`config.mk`:
```
export PLATFORM = sky130hd
export DESIGN_NAME = sobel_core
export DESIGN_NICKNAME = d
export VERILOG_FILES = /design/src/rtl/sobel_core.sv
export SDC_FILE = /design/constraint.sdc
export NUM_CORES = 1
export LEC_CHECK = 0
export CORE_UTILIZATION = 55
export DETAILED_ROUTE_END_ITERATION = 7
export PLACE_DENSITY = 0.78
export SYNTH_ARGS = -nofsm -noshare
export SYNTH_HDL_FRONTEND = slang
export SYNTH_SLANG_ARGS = --single-unit
```
`constraint.sdc`:
```
create_clock -name clk_i -period 8.89 [get_ports clk_i]
set_input_delay 0.889 -clock clk_i [delete_from_list [all_inputs] [get_ports clk_i]]
set_output_delay 0.889 -clock clk_i [all_outputs]
set_load 0.05 [all_outputs]
```
`src/rtl/sobel_core.sv`:
```
// Streaming 3x3 Sobel magnitude over a raster gray stream with two internal line buffers.
// Result registered one cycle after the qualifying accept; no backpressure, input gaps freeze all state.
module sobel_core #(
  parameter int IMG_WIDTH   = 16,
  parameter int IMG_HEIGHT  = 16,
  parameter int PIXEL_WIDTH = 8
) (
  input  logic                   clk_i,
  input  logic                   reset_i,
  input  logic                   start_i,
  input  logic                   in_valid_i,
  input  logic [PIXEL_WIDTH-1:0] in_px_gray_i,
  output logic                   out_valid_o,
  output logic [PIXEL_WIDTH-1:0] out_px_sobel_o,
  output logic                   frame_done_o
);

  localparam int CW = (IMG_WIDTH  > 1) ? $clog2(IMG_WIDTH)  : 1;
  localparam int RW = (IMG_HEIGHT > 1) ? $clog2(IMG_HEIGHT) : 1;
  localparam int SW = PIXEL_WIDTH + 3;  // signed gradient, |G| <= 4*max pixel
  localparam int MW = SW + 1;

  typedef enum logic {S_IDLE = 1'b0, S_RUN = 1'b1} state_t;

  state_t                 r_state;
  logic [CW-1:0]          r_col;
  logic [RW-1:0]          r_row;
  logic                   r_out_valid;
  logic [PIXEL_WIDTH-1:0] r_out_px;
  logic                   r_frame_done;

  logic [PIXEL_WIDTH-1:0] r_lb0 [IMG_WIDTH];
  logic [PIXEL_WIDTH-1:0] r_lb1 [IMG_WIDTH];
  logic [PIXEL_WIDTH-1:0] r_win [3][3];

  logic                   w_accept;
  logic                   w_col_last;
  logic                   w_row_last;
  logic                   w_win_ok;
  logic [PIXEL_WIDTH-1:0] w_nw [3][3];
  logic signed [SW-1:0]   w_gx;
  logic signed [SW-1:0]   w_gy;
  logic [SW-1:0]          w_ax;
  logic [SW-1:0]          w_ay;
  logic [MW-1:0]          w_mag;
  logic [PIXEL_WIDTH-1:0] w_sat;

  function automatic logic signed [SW-1:0] ext(input logic [PIXEL_WIDTH-1:0] x);
    return $signed({3'b000, x});
  endfunction

  assign w_accept   = (r_state == S_RUN) && start_i && in_valid_i;
  assign w_col_last = (r_col == CW'(IMG_WIDTH - 1));
  assign w_row_last = (r_row == RW'(IMG_HEIGHT - 1));
  assign w_win_ok   = (r_row >= RW'(2)) && (r_col >= CW'(2));

  // Window as it will look after this accept: old columns 1..2 slide left, taps form the new right column.
  always_comb begin
    for (int i = 0; i < 3; i++) begin
      w_nw[i][0] = r_win[i][1];
      w_nw[i][1] = r_win[i][2];
    end
    w_nw[0][2] = r_lb1[IMG_WIDTH-1];
    w_nw[1][2] = r_lb0[IMG_WIDTH-1];
    w_nw[2][2] = in_px_gray_i;
  end

  assign w_gx = (ext(w_nw[0][2]) + (ext(w_nw[1][2]) <<< 1) + ext(w_nw[2][2]))
              - (ext(w_nw[0][0]) + (ext(w_nw[1][0]) <<< 1) + ext(w_nw[2][0]));
  assign w_gy = (ext(w_nw[2][0]) + (ext(w_nw[2][1]) <<< 1) + ext(w_nw[2][2]))
              - (ext(w_nw[0][0]) + (ext(w_nw[0][1]) <<< 1) + ext(w_nw[0][2]));
  assign w_ax  = w_gx[SW-1] ? SW'(-w_gx) : SW'(w_gx);
  assign w_ay  = w_gy[SW-1] ? SW'(-w_gy) : SW'(w_gy);
  assign w_mag = {1'b0, w_ax} + {1'b0, w_ay};
  assign w_sat = (|w_mag[MW-1:PIXEL_WIDTH]) ? {PIXEL_WIDTH{1'b1}} : w_mag[PIXEL_WIDTH-1:0];

  always_ff @(posedge clk_i) begin
    if (reset_i) begin
      r_state      <= S_IDLE;
      r_col        <= '0;
      r_row        <= '0;
      r_out_valid  <= 1'b0;
      r_out_px     <= '0;
      r_frame_done <= 1'b0;
    end else begin
      case (r_state)
        S_IDLE: begin
          r_out_valid  <= 1'b0;
          r_out_px     <= '0;
          r_frame_done <= 1'b0;
          if (start_i) r_state <= S_RUN;
        end
        default: begin
          if (!start_i) begin
            // Abandon any partial frame; next run restarts at (0,0).
            r_state      <= S_IDLE;
            r_col        <= '0;
            r_row        <= '0;
            r_out_valid  <= 1'b0;
            r_out_px     <= '0;
            r_frame_done <= 1'b0;
          end else begin
            r_out_valid  <= w_accept && w_win_ok;
            r_frame_done <= w_accept && w_col_last && w_row_last;
            if (w_accept && w_win_ok) r_out_px <= w_sat;
            if (w_accept) begin
              if (w_col_last) begin
                r_col <= '0;
                r_row <= w_row_last ? '0 : r_row + RW'(1);
              end else begin
                r_col <= r_col + CW'(1);
              end
            end
          end
        end
      endcase
    end
  end

  always_ff @(posedge clk_i) begin
    if (w_accept) begin
      r_lb0[0] <= in_px_gray_i;
      r_lb1[0] <= r_lb0[IMG_WIDTH-1];
      for (int k = 1; k < IMG_WIDTH; k++) begin
        r_lb0[k] <= r_lb0[k-1];
        r_lb1[k] <= r_lb1[k-1];
      end
      r_win <= w_nw;
    end
  end

  assign out_valid_o    = r_out_valid;
  assign out_px_sobel_o = r_out_px;
  assign frame_done_o   = r_frame_done;

endmodule
```
# Yosys cells after proc, flatten, opt, wreduce, memory -nomap -nowiden
# Memories as Yosys holds them, arrays and structs flattened.
# Index checks and enable logic that the tools add are counted.
[classes] reduce_logical=10 n_eq_ne=4 bitwise_logic=2 mux=13 n_lt_le_gt_ge=2 addsub=15
[ops] operator="$add A10 B8 Y11" n=4
[ops] operator="$add A8 B9 Y10" n=4
[ops] operator="$mux W4" n=7
[ops] operator="$mux W11" n=2
[ops] operator="$neg A11 Y11" n=2
[ops] operator="$sub A11 B11 Y11" n=2
[ops] operator="$add A11 B11 Y12" n=1
[ops] operator="$add A4 B1 Y4 const B" n=2
[ops] operator="$eq A4 B4 Y1 const B" n=2
[ops] operator="$ge A4 B2 Y1 const B" n=2
[ops] operator="$mux W8" n=1
[ops] operator="$logic_and A1 B1 Y1" n=6
[ops] operator="$ne A2 B1 Y1 const B" n=2
[ops] operator="$reduce_or A4 Y1" n=1
[ops] operator="$mux W1" n=3
[ops] operator="$reduce_and A3 Y1" n=1
[ops] operator="$reduce_or A3 Y1" n=1
[ops] operator="$not A1 Y1" n=2
[ops] operator="$reduce_and A2 Y1" n=1
[word_totals] input_bits=12 wordCells=60 n_memories=2 ff_bits=67 ram_bits=256 out_inout_bits=10
[memory_table] name="r_lb0" words=16 width=8 read_ports=16 rd_ports_with_merged_regs=0 write_ports=16 line_no="32" text="logic [PIXEL_WIDTH-1:0] r_lb0 [IMG_WIDTH];"
[memory_table] name="r_lb1" words=16 width=8 read_ports=16 rd_ports_with_merged_regs=0 write_ports=16 line_no="33" text="logic [PIXEL_WIDTH-1:0] r_lb1 [IMG_WIDTH];"

# Longest topological paths before layout
# Gate-level depths: netlist of the first run.
[logic_depth] word_depth=8 ltp_mapped=22 depth_no_buf=21

# Least setup slack after synthesis of the first run
# Ideal clock, no wire load.
[synth_timing] path_type="input to register" from="in in_valid_i" to="reg r_col[3]" slack_ns=1.685 cell_stages=6 required_time_ns=8.785 arrival_ns=7.100 path_buffers=0 setup_ns=0.105 cell_sequence="nand3_2 -> inv_1 -> nand2_1 -> nor3b_1 -> o21ai_0 -> o31ai_1"
[synth_via] elab_chain_cells=3
[synth_lines] item="start, declared" line_no="11" text="input logic in_valid_i,"
[synth_lines] item="$logic_and A1 B1 Y1" line_no="52" text="assign w_accept = (r_state == S_RUN) && start_i && in_valid_i;"
[synth_lines] item="net w_accept" line_no="36" text="logic w_accept;"
[synth_lines] item="$ne A2 B1 Y1 (no line)"
[synth_lines] item="$reduce_and A2 Y1 (no line)"
[synth_lines] item="end signal, assigned" line_no="111" text="r_col <= r_col + CW'(1);"
[synth_lines] item="end, declared" line_no="26" text="logic [CW-1:0] r_col;"
# The timed path passes the listed nets, and every way through them passes these cells.
# A chain may end at the register's enable or synchronous reset.

# Worst setup path in the final report of the first run
[layout_timing] from="in in_px_gray_i[5]" to="reg r_out_px[1] (netlist: out_px_sobel_o[1])"
[layout_via] elab_chain_cells=7 elab_cells_between_ends=11 classes_between="add/sub (7); mux (3); reduce/logical (1)"
[layout_lines] item="start, declared" line_no="12" text="input logic [PIXEL_WIDTH-1:0] in_px_gray_i,"
[layout_lines] item="$add A10 B8 Y11, on equally long branches" line_no="68, 70"
[layout_lines] item="$sub A11 B11 Y11, on equally long branches" line_no="69, 71"
[layout_lines] item="$neg A11 Y11, on equally long branches" line_no="72, 73"
[layout_lines] item="$mux W11, on equally long branches" line_no="72, 73"
[layout_lines] item="$add A11 B11 Y12 *" line_no="74" text="assign w_mag = {1'b0, w_ax} + {1'b0, w_ay};"
[layout_lines] item="$reduce_or A4 Y1" line_no="75" text="assign w_sat = (|w_mag[MW-1:PIXEL_WIDTH]) ? {PIXEL_WIDTH{1'b1}} : w_mag[PIXEL_WIDTH-1:0];"
[layout_lines] item="$mux W8 *" line_no="75"
[layout_lines] item="end signal, assigned" line_no="105" text="if (w_accept && w_win_ok) r_out_px <= w_sat;"
[layout_lines] item="end, declared" line_no="29" text="logic [PIXEL_WIDTH-1:0] r_out_px;"
# Mark *: on every way between the ends. The rest lies on a longest branch, timed or not.

==> metrics, run 1 <==
Power Density between 200 and 300 nW/µm²; final worst-path cycle share 0.752; multi-input combinational cell area around 3200 µm²; Reg2Reg Setup Slack 2600 ps; ordered list of cells on the worst path clkdlybuf4s50_1 -> inv_1 -> fa_1 -> inv_1 -> fa_1 -> inv_1 -> fa_1 -> inv_1 -> ha_1 -> a21o_1 -> o21bai_1 -> o31ai_1 -> o21ai_1 -> a31oi_1 -> xor2_1 -> ha_1 -> nand2b_1 -> o41ai_1 -> o31ai_1 -> or4_4 -> nor4_4 -> a21oi_1; routed len/inst approximately 16 µm; synthesized netlist net count between 800 and 900; area grow syn2layout 12.6%; first-pass GRT wire length between 20 and 30 mm; post-route ant nets 0; share of cells above drive strength 1 0.0666; Max Cap Violations 0; IO Port Bufs 21; CP Launch Type input port; CTS Root Cell clkbuf_16; dpl cell area 12800 µm²; GP Congestion 0.823; Yosys warning total 0; DRT Wirelength 17.6 mm; ys flop type edfxtp_1; initial antenna violation count 0; Critical Path End Type register; global route overflow 0; FMAX around 150 MHz; asr flop ratio synth 0; Reg area between 8000 and 9000 µm²; unrepaired setup endpoints after global routing no; Synth cell types a little under 50; post-CTS sizing 0; Total GRT Usage 0.166; Final Hold Fails 0; number of setup violations in the final report 0; via/cell ratio 5.19; VDD IR max between 0.2 and 0.25 mV; Max FO, Critical Path 10; row cnt 54; FILL cells 1555; overall power 3.73 mW; CTS sink cnt between 200 and 300; Antenna Cells 0; Worst Skew 25.6 ps; die area ~23000 µm²; Tmin final about 6700 ps; Slew Limit Fails 0; Max Buffers Root-to-Sink 3; clock transition at the registers of the reported paths ~60 ps; Num CTS Buffers 28; die width 151 µm; Vias 5740; H-tree depth 1; Initial DRC Count 363; CP max-delay cell or4_4; type of the worst setup path input port to register; most used cell, CP inv_1; outcome completed; P_leak 5.10 nW; CORE AREA roughly 22000 µm²; CP required around 9300 ps; Syn Std Cell Area 12200 µm²; Die Y-Extent 151 µm; setup TNS 0 ps; largest net degree at the start of global routing 154; Pre-Repair DR Iteration Count 5; later-pin clock latency in the skew report 560 ps; vias in the first global route roughly 5800; sequential share of the synthesized area 0.698; Syn Inst Count roughly 760; Hold WC Path Type register to register; # DRC 0; Final HPWL DP between 10 and 15 mm; # hold bufs at CTS 0; CP arrival 7100 ps; nets 920; Max-Slew Margin vs Limit 0.444; Setup Fix Bufs, Post-CTS 0; CTS tree built; Avg Inst Size Synth 16.2 µm²; Worst path max stage delay roughly 560 ps; Seq cells post-synth between 200 and 300; number of synthesized flops with an enable pin roughly 270; design area 13800 µm²; Initial Util 0.561; slew at the pin closest to its max-slew limit 834 ps; I/O pins 22
-- routing by layer --
layer	global-route usage	wire length (µm)	vias to the layer above
li1	-	-	2781
met1	0.245	8710	2836
met2	0.255	7820	87
met3	0.0274	595	36
met4	0.0535	497	0
met5	0	0	-
-- power by group --
part	internal, mW	leakage [nW]	switching, mW
registers	1.51	2.62	0.00770
clock network	0.705	0.468	0.504
logic	0.401	2.01	0.606
total	2.61	5.10	1.12
-- registers in the layout, summed over array words and instances, names as in the netlist --
signal	cells
r_state	1
r_lb1	114
r_lb0	114
r_col	4
out_px_sobel_o	8
frame_done_o	1
r_win	44
out_valid_o	1
r_row	4
-- critical path: cells and delay by family --
kind	cells	cell delay (ps)
buf+inv	5	750
simple gates	3	1130
compound gates	8	1950
fa+ha+maj	5	2280
xor+xnor	1	100
-- worst paths after layout --
kind         cells past startpoint                   start                             end
max                             22         in_px_gray_i[5]  out_px_sobel_o[1]$_SDFFE_PP0P_
min                              0  r_lb1[0][58]$_DFFE_PP_           r_lb1[1][2]$_DFFE_PP_
max reg2reg                     20  r_lb1[1][59]$_DFFE_PP_  out_px_sobel_o[1]$_SDFFE_PP0P_
min reg2reg                      0  r_lb1[0][58]$_DFFE_PP_           r_lb1[1][2]$_DFFE_PP_
-- area by class of cell --
cell class              instances  share of cell area
repair buffers                 22              0.0167
inverters                     130              0.0359
clock buffers                  34              0.0554
clock inverters                18              0.0146
flip-flops and latches        291               0.620
well taps                     280              0.0254
multi-input cells             331               0.232
-- Yosys cell counts (6+ instances only) --
master	number	area share
xor2_1	18	0.013
xnor2_1	19	0.014
a21o_1	7	0.0043
edfxtp_1	272	0.67
fa_1	63	0.10
nor2_1	36	0.011
inv_1	130	0.040
dfxtp_1	19	0.031
nand2_1	14	0.0043
a21oi_1	26	0.011
ha_1	41	0.042
nor3_1	9	0.0037
a211oi_1	6	0.0037
o21ai_0	19	0.0078
nand3_1	9	0.0037
-- cell families (layout without fill, tap and decap cells) --
kind of cell               after synthesis  after routing  share of synthesized area
buffers and inverters                  133            204                     0.0409
xor gates and xnor gates                37             37                     0.0265
AOI/OAI and AO/OA                       90             90                     0.0467
and+or+nand+nor                         98             98                     0.0414
adders and majority gates              104            104                      0.145
muxes                                    2              2                    0.00184
DFF                                    291            291                      0.698
-- cell usage in the layout (no fill, tap or decap), types with 14 or more instances in the layout --
cell type        synthesis  routed
ha_1                    41      41
a21oi_1                 26      26
clkdlybuf4s50_1          0      21
nor2_1                  36      36
nand2_1                 14      14
edfxtp_1               272     272
o21ai_0                 19      19
xor2_1                  18      18
dfxtp_1                 19      19
fa_1                    63      63
inv_1                  130     129
clkbuf_16                0      29
xnor2_1                 19      19
-- metrics by stage --
step / util / setup WS [ps] / hold slack, ps / cells
CTS: 0.632 / 2210 / 414 / 1106
global placement: 0.588 / 1810 / 401 / 1054
floorplan: - / 1690 / 400 / 755
finish: 0.632 / 2200 / 415 / 1106
global route: 0.632 / 1800 / 422 / 1106
detailed placement: 0.588 / 1690 / 405 / 1054
No activity file was read; power rests on OpenSTA's default activity.
==> run 2, diff against run 1 <==
- PLACE_DENSITY: 0.78 -> 0.8
- clock period: 8.89 -> 5.4 ns (I/O delays scaled with it)
==> metrics, run 2 (same netlist as run 1, synthesis figures left out) <==
via/cell ratio 5.14 (-1.0%); area grow syn2layout 21.7%; initial antenna violation count 0 (unchanged); routed len/inst 16.3 µm (+2.5%); Max Buffers Root-to-Sink 3 (unchanged); post-route ant nets 0 (unchanged); Antenna Cells 0 (unchanged); largest net degree at the start of global routing 119 (-23%); nets 1031 (+12%); Largest regs r_lb0 x114, r_lb1 x114, r_win x44; type of the worst setup path register to register; FMAX 183 MHz; later-pin clock latency in the skew report 540 ps (-20 ps); clock transition at the registers of the reported paths 60 ps (about the same); # DRC 0 (unchanged); setup TNS -544 ps (-544 ps); Critical Path End Type register; Tmin final 5470 ps; CP Launch Type register; VDD IR max 0.315 mV (+57%); final worst-path cycle share 1.01; Max Cap Violations 0 (unchanged); die area 22900 µm² (unchanged); CORE AREA 21800 µm² (unchanged); P_leak 5.66 nW (+11%); commonest non-fill, non-tap cell in the layout edfxtp_1; CTS sink cnt 291 (unchanged); Slew Limit Fails 0 (unchanged); die width 151 µm (unchanged); IO Port Bufs 21 (unchanged); first-pass GRT wire length 32.6 mm (+12%); GP Congestion 0.825 (+0.19%); row cnt 54 (unchanged); CTS tree built; I/O pins 22 (unchanged); Worst Skew 17.6 ps (-7.94 ps); Power Density 473 nW/µm² (+75%); H-tree depth 1 (unchanged); Post-Route Utilization 0.683 (+0.0510); Final Hold Fails 0 (unchanged); Max FO, Critical Path 8 (-2); Num CTS Buffers 28 (unchanged); Pre-Repair DR Iteration Count 4 (-1); DRT Wirelength 19.9 mm (+13%); unrepaired setup endpoints after global routing yes; violated checks setup timing; vias in the first global route 6575 (+12%); overall power 7.05 mW (+89%); CTS Root Cell clkbuf_16; Final HPWL DP 12.4 mm (+12%); CP arrival 5890 ps (-1210 ps); Die Y-Extent 151 µm (unchanged); global route overflow 0 (unchanged); Vias 6253 (+8.9%); # hold bufs at CTS 0 (unchanged); Initial DRC Count 307 (-15%); most frequent cells in the layout 272 x edfxtp_1, 114 x inv_1, 103 x buf_4; number of setup violations in the final report 8 (+8); slew at the pin closest to its max-slew limit 954 ps (+120 ps); CP required 5820 ps (-3480 ps); Total GRT Usage 0.188 (+0.0211); Final WS setup -72.4 ps (-2280 ps); outcome finished, violations left; Hold WC Path Type input port to register; share of cells above drive strength 1 0.235 (+0.168); Initial Util 0.561 (unchanged); Max-Slew Margin vs Limit 0.363 (-0.0811)
==> run 2: changes by cell type in the layout (fill, tap and decap cells not counted), moves of 6 or more <==
cell	change
a21oi_1	-6
a21oi_2	+6
buf_4	+103
buf_6	+7
clkdlybuf4s50_1	-7
dlygate4sd2_1	+7
ha_1	-8
ha_4	+6
inv_1	-15
inv_2	+14
==> run 2: path summary, 6_finish.rpt <==
check	depth (start not counted)	to	from	slack [ps]
max reg2reg	20	out_px_sobel_o[7]$_SDFFE_PP0P_	r_lb1[1][58]$_DFFE_PP_	-70
min	1	r_win[0]$_DFFE_PP_	in_px_gray_i[0]	370
max	20	out_px_sobel_o[7]$_SDFFE_PP0P_	r_lb1[1][58]$_DFFE_PP_	-70
min reg2reg	0	r_lb0[1][22]$_DFFE_PP_	r_lb0[1][14]$_DFFE_PP_	410
==> run 2: critical path, cell delays in order (launching register included) <==
cell	delay, ps
edfxtp_1	470
inv_2	90
fa_1	430
fa_1	530
fa_1	460
buf_6	140
fa_2	410
a21o_1	230
a21oi_2	200
xnor2_2	120
nor4_2	280
a31oi_1	150
xor2_1	170
ha_1	320
nand2b_1	100
o41ai_2	320
o31ai_1	110
or4_4	440
nor4_4	170
buf_6	180
a21oi_1	70
==> run 2: cell type report <==
type,count,area (µm²)
sequential,291,8550
fill,1412,6920
multi-input combinational,331,3500
timing repair buffer,133,1090
clock buffer,35,727
inverter,130,504
tap,280,350
clock inverter,17,175
==> run 2: where the power goes <==
group	internal [mW]	switching [mW]	leakage (nW)	total (mW)
clock	1.10	0.808	0.440	1.91
sequential	2.48	0.0130	2.62	2.49
combinational	1.36	1.29	2.60	2.65
total	4.94	2.11	5.66	7.05
==> run 2: per-layer routing <==
metal  wire length [µm]  track usage
met1               8930        0.253
met3                598       0.0271
met2               9940        0.319
met5                  0            0
met4                412       0.0525
==> run 2: repair_timing <==
action                     in CTS  in global routing
buffers inserted               16                  4
gates cloned                    0                  0
pin swaps                      46                 31
resized for setup              31                 14
setup endpoints to repair       8                  8
==> run 2: stage by stage <==
step | setup WS (ps) | cells | hold WS [ps] | area, µm²
detailed placement | -883 | 1146 | 405 | 13700
CTS | -103 | 1214 | 362 | 14800
global route | -331 | 1217 | 364 | 14900
finish | -72.4 | 1217 | 375 | 14900
global placement | -728 | 1146 | 402 | 13700
floorplan | -88.3 | 755 | 400 | 12500
